===== src/rtl/cmp_lgez_pkg.sv =====
// Shared types and the LGEZ combining cell for the serial magnitude comparator.
// Codes: 10 X>Y, 01 X<Y, 11 equal and nonzero, 00 equal and zero (fold identity).
package cmp_lgez_pkg;

    localparam logic [1:0] LGEZ_GT   = 2'b10;
    localparam logic [1:0] LGEZ_LT   = 2'b01;
    localparam logic [1:0] LGEZ_EQ   = 2'b11;
    localparam logic [1:0] LGEZ_ZERO = 2'b00;

    typedef enum logic [1:0] {
        IDLE = 2'd0,
        BUSY = 2'd1,
        DONE = 2'd2
    } state_t;

    // l is the code of the lower bits, m = {mx, my} is the next higher bit pair.
    function automatic logic [1:0] lgez_cell(input logic [1:0] l, input logic [1:0] m);
        logic lx, ly, mx, my, rx, ry;
        lx = l[1];
        ly = l[0];
        mx = m[1];
        my = m[0];
        rx = (mx & ~my) | (mx & ~ly) | (~my & lx) | (mx & lx);
        ry = (~mx & ly) | (my & ly) | (my & ~lx) | (~mx & my);
        return {rx, ry};
    endfunction

endpackage


===== src/rtl/cmp_lgez_fold_stage.sv =====
// Combinational chain of LGEZ cells folding a bit slice, LSB first, into a running code.
// i_msb_swap exchanges X/Y on the top cell so two's-complement sign bits rank correctly.
module cmp_lgez_fold_stage
    import cmp_lgez_pkg::*;
#(
    parameter int P_BITS_PER_CYCLE = 2
) (
    input  logic [1:0]                  code_in,
    input  logic [P_BITS_PER_CYCLE-1:0] x_slice,
    input  logic [P_BITS_PER_CYCLE-1:0] y_slice,
    input  logic                        i_msb_swap,
    output logic [1:0]                  code_out
);

    logic [1:0] chain [P_BITS_PER_CYCLE+1];

    assign chain[0] = code_in;

    genvar gi;
    generate
        for (gi = 0; gi < P_BITS_PER_CYCLE; gi++) begin : g_cell
            logic [1:0] m_pair;
            if (gi == P_BITS_PER_CYCLE - 1) begin : g_top
                assign m_pair = i_msb_swap ? {y_slice[gi], x_slice[gi]}
                                           : {x_slice[gi], y_slice[gi]};
            end else begin : g_low
                assign m_pair = {x_slice[gi], y_slice[gi]};
            end
            assign chain[gi+1] = lgez_cell(chain[gi], m_pair);
        end
    endgenerate

    assign code_out = chain[P_BITS_PER_CYCLE];

endmodule


===== src/rtl/cmp_lgez_serial.sv =====
// Multi-cycle LGEZ magnitude comparator, P_BITS_PER_CYCLE bits per clock, LSB first.
// Define CMP_LGEZ_SIGNED_EN for a two's-complement compare; otherwise unsigned.
module cmp_lgez_serial
    import cmp_lgez_pkg::*;
#(
    parameter int P_WIDTH          = 8,
    parameter int P_BITS_PER_CYCLE = 2
) (
    input  logic               i_clk,
    input  logic               i_rst_n,
    input  logic               i_valid,
    output logic               o_ready,
    input  logic [P_WIDTH-1:0] iv_x,
    input  logic [P_WIDTH-1:0] iv_y,
    output logic               o_valid,
    input  logic               i_ready,
    output logic               o_Rx,
    output logic               o_Ry,
    output logic               o_busy
);

    localparam int N     = P_WIDTH / P_BITS_PER_CYCLE;
    localparam int CNT_W = (N > 1) ? $clog2(N) : 1;
    localparam logic [CNT_W-1:0] CNT_LAST = CNT_W'(N - 1);

    generate
        if (P_WIDTH < 2 || P_BITS_PER_CYCLE < 1 || P_BITS_PER_CYCLE > P_WIDTH ||
            (P_WIDTH % P_BITS_PER_CYCLE) != 0) begin : g_param_err
            $error("cmp_lgez_serial: P_WIDTH must be >= 2 and a multiple of P_BITS_PER_CYCLE");
        end
    endgenerate

    state_t             state_reg, state_next;
    logic [P_WIDTH-1:0] x_sh_reg, x_sh_next, y_sh_reg, y_sh_next;
    logic [P_WIDTH-1:0] x_shifted, y_shifted;
    logic [1:0]         code_reg, code_next, fold_code;
    logic [CNT_W-1:0]   cnt_reg, cnt_next;
    logic               last_fold, msb_swap;

    assign last_fold = (cnt_reg == CNT_LAST);

`ifdef CMP_LGEZ_SIGNED_EN
    // Only the slice holding the sign bit gets its top cell swapped.
    assign msb_swap = last_fold;
`else
    assign msb_swap = 1'b0;
`endif

    generate
        if (P_BITS_PER_CYCLE == P_WIDTH) begin : g_shift_all
            assign x_shifted = '0;
            assign y_shifted = '0;
        end else begin : g_shift
            assign x_shifted = {{P_BITS_PER_CYCLE{1'b0}}, x_sh_reg[P_WIDTH-1:P_BITS_PER_CYCLE]};
            assign y_shifted = {{P_BITS_PER_CYCLE{1'b0}}, y_sh_reg[P_WIDTH-1:P_BITS_PER_CYCLE]};
        end
    endgenerate

    cmp_lgez_fold_stage #(
        .P_BITS_PER_CYCLE(P_BITS_PER_CYCLE)
    ) u_fold (
        .code_in   (code_reg),
        .x_slice   (x_sh_reg[P_BITS_PER_CYCLE-1:0]),
        .y_slice   (y_sh_reg[P_BITS_PER_CYCLE-1:0]),
        .i_msb_swap(msb_swap),
        .code_out  (fold_code)
    );

    always_ff @(posedge i_clk or negedge i_rst_n) begin
        if (!i_rst_n) begin
            state_reg <= IDLE;
            x_sh_reg  <= '0;
            y_sh_reg  <= '0;
            code_reg  <= LGEZ_ZERO;
            cnt_reg   <= '0;
        end else begin
            state_reg <= state_next;
            x_sh_reg  <= x_sh_next;
            y_sh_reg  <= y_sh_next;
            code_reg  <= code_next;
            cnt_reg   <= cnt_next;
        end
    end

    always_comb begin
        state_next = state_reg;
        x_sh_next  = x_sh_reg;
        y_sh_next  = y_sh_reg;
        code_next  = code_reg;
        cnt_next   = cnt_reg;
        o_ready    = 1'b0;
        o_valid    = 1'b0;
        o_busy     = 1'b0;
        o_Rx       = 1'b0;
        o_Ry       = 1'b0;

        case (state_reg)
            IDLE: begin
                o_ready = 1'b1;
                if (i_valid) begin
                    x_sh_next  = iv_x;
                    y_sh_next  = iv_y;
                    code_next  = LGEZ_ZERO;
                    cnt_next   = '0;
                    state_next = BUSY;
                end
            end
            BUSY: begin
                o_busy    = 1'b1;
                x_sh_next = x_shifted;
                y_sh_next = y_shifted;
                code_next = fold_code;
                if (last_fold) begin
                    cnt_next   = '0;
                    state_next = DONE;
                end else begin
                    cnt_next = cnt_reg + CNT_W'(1);
                end
            end
            DONE: begin
                o_valid = 1'b1;
                o_ready = i_ready;
                o_Rx    = code_reg[1];
                o_Ry    = code_reg[0];
                // Result and new operands can both handshake on the same edge.
                if (i_ready) begin
                    if (i_valid) begin
                        x_sh_next  = iv_x;
                        y_sh_next  = iv_y;
                        code_next  = LGEZ_ZERO;
                        cnt_next   = '0;
                        state_next = BUSY;
                    end else begin
                        state_next = IDLE;
                    end
                end
            end
            default: state_next = IDLE;
        endcase
    end

endmodule


===== config.mk =====
export PLATFORM = sky130hd
export DESIGN_NAME = cmp_lgez_serial
export DESIGN_NICKNAME = d
export VERILOG_FILES = /design/src/rtl/cmp_lgez_pkg.sv /design/src/rtl/cmp_lgez_fold_stage.sv /design/src/rtl/cmp_lgez_serial.sv
export SDC_FILE = /design/constraint.sdc
export NUM_CORES = 1
export LEC_CHECK = 0
export CAP_MARGIN = 20
export CORE_ASPECT_RATIO = 0.5
export CORE_MARGIN = 1.5
export CORE_UTILIZATION = 30
export CTS_CLUSTER_DIAMETER = 60
export DETAILED_ROUTE_END_ITERATION = 12
export MAX_ROUTING_LAYER = met4
export PLACE_DENSITY = 0.53
export SLEW_MARGIN = 20
export SYNTH_ARGS = -nofsm -noshare
export SYNTH_HDL_FRONTEND = slang
export SYNTH_SLANG_ARGS = --single-unit

===== constraint.sdc =====
create_clock -name i_clk -period 2.1 [get_ports i_clk]
set_input_delay 0.525 -clock i_clk [delete_from_list [all_inputs] [get_ports i_clk]]
set_output_delay 0.525 -clock i_clk [all_outputs]
set_load 0.005 [all_outputs]

==> impl_metrics.yaml, run 1 <==
status:
  status: "completed"
timing:
  fmax_ghz: 0.496
  whs_ps: 500
  worst_pin_slew_ps: 325
  tns_ps: 0
  fin_crit_ps: 2020
  relSlewSlack_pct: 78.1
  fin_crit_sh_pct: 96.1
  slew_viol_final: 0
  finalHoldViolations: 0
  finClkSkew_ps: 3.07
  setup_viol: 0
  rsz0062_at_grt: "no"
yosys:
  syn_nets: 116
  synth_top_area_cell: "dfrtp_1"
  synth.top_cell.area_share_pct: 48.8
  ys_types: 30
  syn_inst: 95
  synth_warnings: 0
  syn_avg_cell_area_sq_um: 11.9
  synth.area.top_cells: "dfrtp_1 49%, mux2_2 19%, mux2_1 3.0%"
  synth_seq_cells: 22
  ys_seq_area_share_pct: 48.8
  netlist_area_sq_um: 1130
routing:
  viasPerCell: 4.65
  wl_per_cell_um: 13.4
  ant_nets: 0
  drt_iter0_drc: 32
  num_vias: 841
  first_pass_iters: 4
  drc: 0
  dr_wl_met3_um: 83
  wl_met1_mm: 1.22
  met2_length_mm: 1.10
  wl_mm: 2.42
  maxUsedRoutingLayer: "met4"
power:
  p_leak_nw: 0.680
  ir_worst_vdd_mv: 0.492
  power-per-cell-area_nw_per_um2: 1350
global_routing:
  grt_pass1_wl_mm: 3.97
  grt_pass1_vias: 809
  grt_max_degree: 23
  grt_overflow: 0
  antenna_found_initial: 0
  track_usage_pct: 13.2
critical_path:
  critical_path_arrival_ps: 1490
  rrSetupSlack_ps: 400
  timing.rr.start: "state_reg[1]"
  crit_family: "buffers and inverters"
  r2r-end: "y_sh_reg[3]"
  path_class: "flop to output port"
  startpoint_type: "flop"
  cp_cell_sequence: "nor2b_2 > and2_1 > clkdlybuf4s50_1"
  cpPeakStageDelay_ps: 490
  cp_data_required_time_ps: 1570
  slowest_stage: "clkdlybuf4s50_1"
  reg2regPathDepth: 5
  path_buf_inv: 1
  cp-end-kind: "output port"
  crit_fanout: 4
cells_and_area:
  final_cell_area_sq_um: 1540
  area_delta_synth_final_pct: 36.7
  diodes: 0
  finish.net_count: 152
  drive_gt1_share_pct: 27.7
  utilization_pct: 44.0
die:
  die_h_um: 46.4
  std_cell_rows: 15
  core_sq_um: 3510
  fp.dieArea_sq_um: 4160
  fp.dieW_um: 89.7
  start_util_pct: 32.2
  ioPinCount: 25
placement:
  portBuffers: 24
  place_area_sq_um: 1470
  detailed_place_hpwl_mm: 1.76
  gp_congestion: 0.799
worst_hold_path:
  min_to: "y_sh_reg[6]"
  holdPathStages: 1
  hold_class: "flop to flop"
  worstHoldStart: "y_sh_reg[6]"
cts:
  clk_pin_slew_ps: 80
  cts_root_buf: "clkbuf_8"
  cts.sinks: 22
  numCtsBuffers: 3
  cts_max_path_buffers: 2
  worstSkewPairLatency_ps: 270
  htree_levels: 1
  cts_tree: "yes"
flow_run:
  max_cap_violations: 0
==> cells in the mapped netlist <==
| master | instances |
|---|---|
| dfrtp_1 | 22 |
| mux2_2 | 19 |
| nand2_1 | 6 |
| nand2b_1 | 4 |
| nor2b_1 | 4 |
| a22o_1 | 3 |
| inv_1 | 3 |
| mux2_1 | 3 |
| a21oi_1 | 2 |
| and2_1 | 2 |
| buf_2 | 2 |
| mux2i_1 | 2 |
| nand4_1 | 2 |
| nor2_1 | 2 |
| nor3_1 | 2 |
| o21ai_0 | 2 |
| o31ai_1 | 2 |
| a211o_1 | 1 |
| a21o_1 | 1 |
| a221oi_1 | 1 |
| a22oi_1 | 1 |
| a32o_1 | 1 |
| buf_4 | 1 |
| buf_6 | 1 |
| ha_1 | 1 |
| inv_4 | 1 |
| o211ai_1 | 1 |
| o21bai_1 | 1 |
| o2bb2ai_1 | 1 |
| o311ai_0 | 1 |
==> report_power, final <==
group | total (mW) | internal [mW] | switching (mW)
clock network | 0.313 | 0.167 | 0.145
logic | 1.01 | 0.585 | 0.429
registers | 0.757 | 0.616 | 0.141
==> layout by cell type, fill, tap and decap left out, types with 3 or more instances in the layout <==
cell type	n
a22o_1	3
buf_4	11
clkbuf_8	4
clkdlybuf4s50_1	23
dfrtp_1	22
inv_1	3
mux2_1	3
mux2_2	19
nand2_1	6
nand2b_1	4
nor2b_1	3
==> metrics by stage <==
step | power (mW) | setup WS [ps] | instances
global route | 2.23 | 8.86 | 181
floorplan | 1.47 | 519 | 95
global placement | 1.76 | -52.6 | 175
CTS | 2.09 | 34.8 | 179
finish | 2.08 | 82.7 | 181
detailed placement | 1.78 | -97.1 | 175
==> final cells by class <==
cell class                      instances  area [sq um]
Fill cell                             349          1970
Sequential cell                        22           551
Multi-Input combinational cell         65           534
Timing Repair Buffer                   35           322
Tap cell                               51          63.8
Clock buffer                            4          55.1
Inverter                                4          17.5
==> cells by family (layout without fill, tap and decap cells) <==
group	count (synthesis)	after routing	share of synthesized area [%]
multiplexers	24	24	23.7
flip-flops	22	22	48.8
AND/OR/NAND/NOR	22	22	10.2
AO/OA/AOI/OAI	18	18	12.1
buffers and inverters	8	43	4.10
adder cells (fa/ha/maj)	1	1	1.11
==> repair_timing <==
action | CTS | global route
gates resized for setup | 2 | 0
endpoints found under the setup margin | 3 | 2
hold buffers | 0 | 0
endpoints found under the hold margin | 0 | 0
setup buffers | 0 | 2
==> routing by layer <==
metal | global-route usage, % | vias up
li1 | - | 417
met1 | 16.7 | 408
met2 | 21.2 | 14
met3 | 3.14 | 2
met4 | 4.76 | 0
met5 | - | -
==> worst register-to-register path, delay by kind of cell (launching register included) <==
family | cells | cell delay, ps
flip-flops | 1 | 430
multiplexers | 2 | 640
AND/OR/NAND/NOR | 1 | 230
buffers and inverters | 2 | 300
==> worst max path at each step <==
stage / from / endpoint / slack (ps) / cells after the start
6_report: state_reg[1] / o_Rx / 80 / 3
2_1_floorplan: state_reg[0] / x_sh_reg[2] / 520 / 5
5_1_grt: state_reg[1] / o_Ry / 9 / 3
3_5_place_dp: i_ready / o_ready / -100 / 4
4_1_cts: state_reg[1] / o_Rx / 30 / 3
3_3_place_gp: i_ready / o_ready / -50 / 4
Power figures use the tool's default switching activity.
==> run 2: changes to the inputs <==
--- a/config.mk
+++ b/config.mk
@@ -9,10 +9,12 @@
 export CORE_ASPECT_RATIO = 0.5
 export CORE_MARGIN = 1.5
 export CORE_UTILIZATION = 30
+export CTS_BUF_LIST = sky130_fd_sc_hd__clkbuf_8
 export CTS_CLUSTER_DIAMETER = 60
 export DETAILED_ROUTE_END_ITERATION = 12
 export MAX_ROUTING_LAYER = met4
 export PLACE_DENSITY = 0.53
+export RECOVER_POWER = 50
 export SLEW_MARGIN = 20
 export SYNTH_ARGS = -nofsm -noshare
 export SYNTH_HDL_FRONTEND = slang
==> impl_metrics.yaml, run 2 (synthesized netlist as in run 1, its figures left out) <==
power:
  power-per-cell-area_nw_per_um2: 1350
  ir_worst_vdd_mv: 0.492
  power_mw: 2.08
  p_leak_nw: 0.677
flow_run:
  max_cap_violations: 0
die:
  core_sq_um: 3510
  ioPinCount: 25
  fp.dieW_um: 89.7
  start_util_pct: 32.2
  std_cell_rows: 15
  die_h_um: 46.4
  fp.dieArea_sq_um: 4160
timing:
  finalHoldViolations: 0
  relSlewSlack_pct: 18.0
  setup_viol: 0
  whs_ps: 500
  slew_viol_final: 0
  worst_pin_slew_ps: 1230
  tns_ps: 0
  rsz0062_at_grt: "no"
  fin_crit_ps: 2020
  fin_crit_sh_pct: 96.0
  finClkSkew_ps: 3.02
  worst_slack_ps: 83.0
  fmax_ghz: 0.496
cts:
  cts_root_buf: "clkbuf_8"
  htree_levels: 1
  clk_pin_slew_ps: 80
  cts.sinks: 22
  worstSkewPairLatency_ps: 270
  cts_max_path_buffers: 2
  cts_tree: "yes"
  numCtsBuffers: 3
  ctsHoldBuffers: 0
critical_path:
  reg2regPathDepth: 5
  critical_path_arrival_ps: 1490
  cpPeakStageDelay_ps: 490
  r2r-end: "y_sh_reg[3]"
  path_class: "flop to output port"
  cp-end-kind: "output port"
  timing.rr.start: "state_reg[1]"
  startpoint_type: "flop"
  cp_cell_sequence: "nor2b_2 > and2_1 > clkdlybuf4s50_1"
  rrSetupSlack_ps: 400
  cp_data_required_time_ps: 1570
  crit_fanout: 4
  slowest_stage: "clkdlybuf4s50_1"
global_routing:
  grt_pass1_wl_mm: 3.97
  antenna_found_initial: 0
  met2_usage_pct: 21.2
  use_met1_pct: 16.7
  grt_max_degree: 23
  grt_busiest_layer: "met2"
  grt_use_met3_pct: 3.14
  track_usage_pct: 13.2
  grt_pass1_vias: 809
  grt_overflow: 0
routing:
  viasPerCell: 4.64
  ant_nets: 0
  wl_mm: 2.41
  wl_per_cell_um: 13.3
  drc: 0
  first_pass_iters: 4
  drt_iter0_drc: 32
  num_vias: 839
placement:
  dp_cells: 175
  dp_worst_setup_slack_ps: -97.1
  gp_congestion: 0.799
  place_area_sq_um: 1470
  detailed_place_hpwl_mm: 1.76
  portBuffers: 24
cells_and_area:
  drive_gt1_share_pct: 26.9
  layout_commonest_cell: "dfrtp_1"
  diodes: 0
  utilization_pct: 43.9
  area_delta_synth_final_pct: 36.4
  final_cell_area_sq_um: 1540
  finish.net_count: 152
  fillers: 349
  layout.cells.non_filler: 181
  final_cell_mix: "22 x dfrtp_1, 21 x clkdlybuf4s50_1, 19 x mux2_2"
worst_hold_path:
  holdPathStages: 1
  hold_class: "flop to flop"
  worstHoldStart: "y_sh_reg[6]"
  min_to: "y_sh_reg[6]"
status:
  status: "completed"
## run 2: cell count changes in the layout (fill, tap and decap cells not counted), sizes merged
cell / previous run / this run
clkdlybuf4s50: 23 / 21
clkbuf: 4 / 5
dlygate4sd3: 0 / 2
buf: 11 / 10
## run 2: power breakdown
part | internal (mW) | switching (mW)
Clock | 0.167 | 0.145
Combinational | 0.584 | 0.429
Sequential | 0.616 | 0.140
Total | 1.37 | 0.714
## run 2: worst max path at each step
stage               depth (start not counted)          end  slack (ps)    startpoint
global placement                            4      o_ready         -50       i_ready
CTS                                         3         o_Rx          30  state_reg[1]
floorplan                                   5  x_sh_reg[2]         520  state_reg[0]
detailed placement                          4      o_ready        -100       i_ready
global route                                3         o_Ry           9  state_reg[1]
finish                                      3         o_Rx          80  state_reg[1]
## run 2: cell type report
cell class	count	area (sq um)	area share, %
flip-flops and latches	22	551	35.8
multi-input cells	65	534	34.7
repair buffers	35	318	20.7
well taps	51	63.8	4.15
inverters	4	17.5	1.14
clock buffers	4	55.1	3.58
## run 2: timing repair
item,CTS,global route
setup endpoints to repair,3,2
setup buffers,0,2
gates resized for setup,2,0
## run 2: layer usage
layer	wire length (um)	vias up
met5	0	-
met4	20	0
met3	83	2
met2	1090	14
met1	1210	407
li1	-	416
## run 2: critical path: cells and delay by family, from the launching register on
family / cells / cell delay, ps
buffers and inverters: 1 / 490
and+or+nand+nor: 2 / 320
DFF: 1 / 410
==> run 3: changes to the inputs <==
--- a/config.mk
+++ b/config.mk
@@ -7,11 +7,11 @@
 export LEC_CHECK = 0
 export CAP_MARGIN = 20
 export CORE_ASPECT_RATIO = 0.5
-export CORE_MARGIN = 1.5
 export CORE_UTILIZATION = 30
 export CTS_BUF_LIST = sky130_fd_sc_hd__clkbuf_8
 export CTS_CLUSTER_DIAMETER = 60
 export DETAILED_ROUTE_END_ITERATION = 12
+export GPL_ROUTABILITY_DRIVEN = 0
 export MAX_ROUTING_LAYER = met4
 export PLACE_DENSITY = 0.53
 export RECOVER_POWER = 50
==> impl_metrics.yaml, run 3 (synthesized netlist as in run 1, its figures left out) <==
status:
  status: "completed"
critical_path:
  path_buf_inv: 1
  startpoint_type: "flop"
  timing.rr.start: "state_reg[1]"
  crit_fanout: 4
  slowest_stage: "clkdlybuf4s50_1"
  critical_path_arrival_ps: 1460
  cpPeakStageDelay_ps: 490
  crit_path_start: "state_reg[1]"
  cp_cell_sequence: "nor2b_2 > and2_1 > clkdlybuf4s50_1"
  crit_family: "buffers and inverters"
  cp-end-kind: "output port"
  cp_data_required_time_ps: 1570
  path_class: "flop to output port"
power:
  seqPwrFrac_pct: 37.6
  ir_worst_vdd_mv: 0.437
  power_switching_uw: 673
  power_frac_comb_pct: 49.4
  p_leak_nw: 0.665
  sw_frac_of_total_pct: 33.7
  pwr-share-clk_pct: 13.0
  p_int_mw: 1.32
  power-per-cell-area_nw_per_um2: 1310
placement:
  portBuffers: 24
  place_area_sq_um: 1470
  detailed_place_hpwl_mm: 1.66
die:
  core_sq_um: 3510
  std_cell_rows: 15
  fp.dieW_um: 88.7
  die_h_um: 45.4
  ioPinCount: 25
  start_util_pct: 32.2
  fp.dieArea_sq_um: 4030
cts:
  htree_levels: 1
  cts_tree: "yes"
  worstSkewPairLatency_ps: 260
  cts.sinks: 22
  clk_pin_slew_ps: 80
  numCtsBuffers: 3
  cts_root_buf: "clkbuf_8"
  cts_max_path_buffers: 2
timing:
  fin_crit_ps: 1980
  worst_pin_slew_ps: 1190
  finClkSkew_ps: 3.44
  fmax_ghz: 0.504
  whs_ps: 502
  fin_crit_sh_pct: 94.4
  relSlewSlack_pct: 20.5
  setup_viol: 0
  rsz0062_at_grt: "no"
  finalHoldViolations: 0
  slew_viol_final: 0
cells_and_area:
  multi_input_area_sq_um: 534
  final_cell_area_sq_um: 1520
  regArea_sq_um: 551
  layout_commonest_cell: "dfrtp_1"
  diodes: 0
  final_cell_mix: "22 x dfrtp_1, 21 x clkdlybuf4s50_1, 19 x mux2_2"
  area_delta_synth_final_pct: 34.5
  fillers: 358
  finish.net_count: 151
  drive_gt1_share_pct: 25.8
global_routing:
  grt_overflow: 0
  grt_pass1_vias: 774
  grt_pass1_wl_mm: 3.75
  grt_max_degree: 23
  antenna_found_initial: 0
  track_usage_pct: 13.5
worst_hold_path:
  hold_class: "flop to flop"
  worstHoldStart: "y_sh_reg[6]"
routing:
  num_vias: 817
  wl_per_cell_um: 12.3
  first_pass_iters: 4
  wl_mm: 2.20
  drt_iter0_drc: 55
  drc: 0
  viasPerCell: 4.56
  ant_nets: 0
flow_run:
  max_cap_violations: 0
[run 3: cell types whose count changed in the layout (fill, tap and decap cells not counted)]
cell	before	now
clkbuf_8	4	3
buf_4	10	9
[run 3: cell type report]
class	instances	area share (%)
clock buffers	3	2.72
inverters	4	1.15
multi-input cells	65	35.2
flip-flops and latches	22	36.3
well taps	51	4.20
repair buffers	34	20.4
[run 3: worst paths after layout]
check / cells past startpoint / end / slack [ps]
worst max register to register: 5 / y_sh_reg[3] / 440
worst max-delay path: 3 / o_Rx / 120
min in group asynchronous: 2 / y_sh_reg[7] / 1020
max in group asynchronous: 2 / code_reg[0] / 370
worst min register to register: 1 / y_sh_reg[6] / 500
worst min-delay path: 1 / y_sh_reg[6] / 500
[run 3: worst register-to-register path: cells and delay by family, from the launching register on]
kind | cells | cell delay (ps)
muxes | 2 | 650
DFF | 1 | 410
buffers and inverters | 2 | 280
and+or+nand+nor | 1 | 200
[run 3: routing by layer]
layer | vias up | track usage [%] | wire length [um]
met5 | - | - | 0
met4 | 0 | 2.90 | 0
met3 | 0 | 4.35 | 62
met2 | 8 | 18.9 | 953
met1 | 397 | 19.0 | 1180
li1 | 412 | - | -
[run 3: through the flow]
step,power (mW),utilization [%],setup TNS (ps),std cells,setup WS [ps]
floorplan,1.47,-,0,95,519
global placement,1.75,41.9,-51.7,175,-51.7
detailed placement,1.76,41.9,-86.4,175,-86.4
CTS,2.02,43.1,0,178,2.99
global route,2.17,43.2,0,179,22.2
finish,1.99,43.2,0,179,117
[run 3: timing repair]
item,CTS,global route
buffers inserted,0,1
gates resized for setup,1,1
hold buffers,0,0
endpoints found under the setup margin,1,2
[run 3: power by group through the flow]
stage	clock network, mW	logic (mW)	registers [mW]
CTS	0.268	0.996	0.752
floorplan	0	0.754	0.714
global route	0.292	1.10	0.776
detailed placement	0	1.00	0.760
finish	0.258	0.986	0.749
global placement	0	0.994	0.758
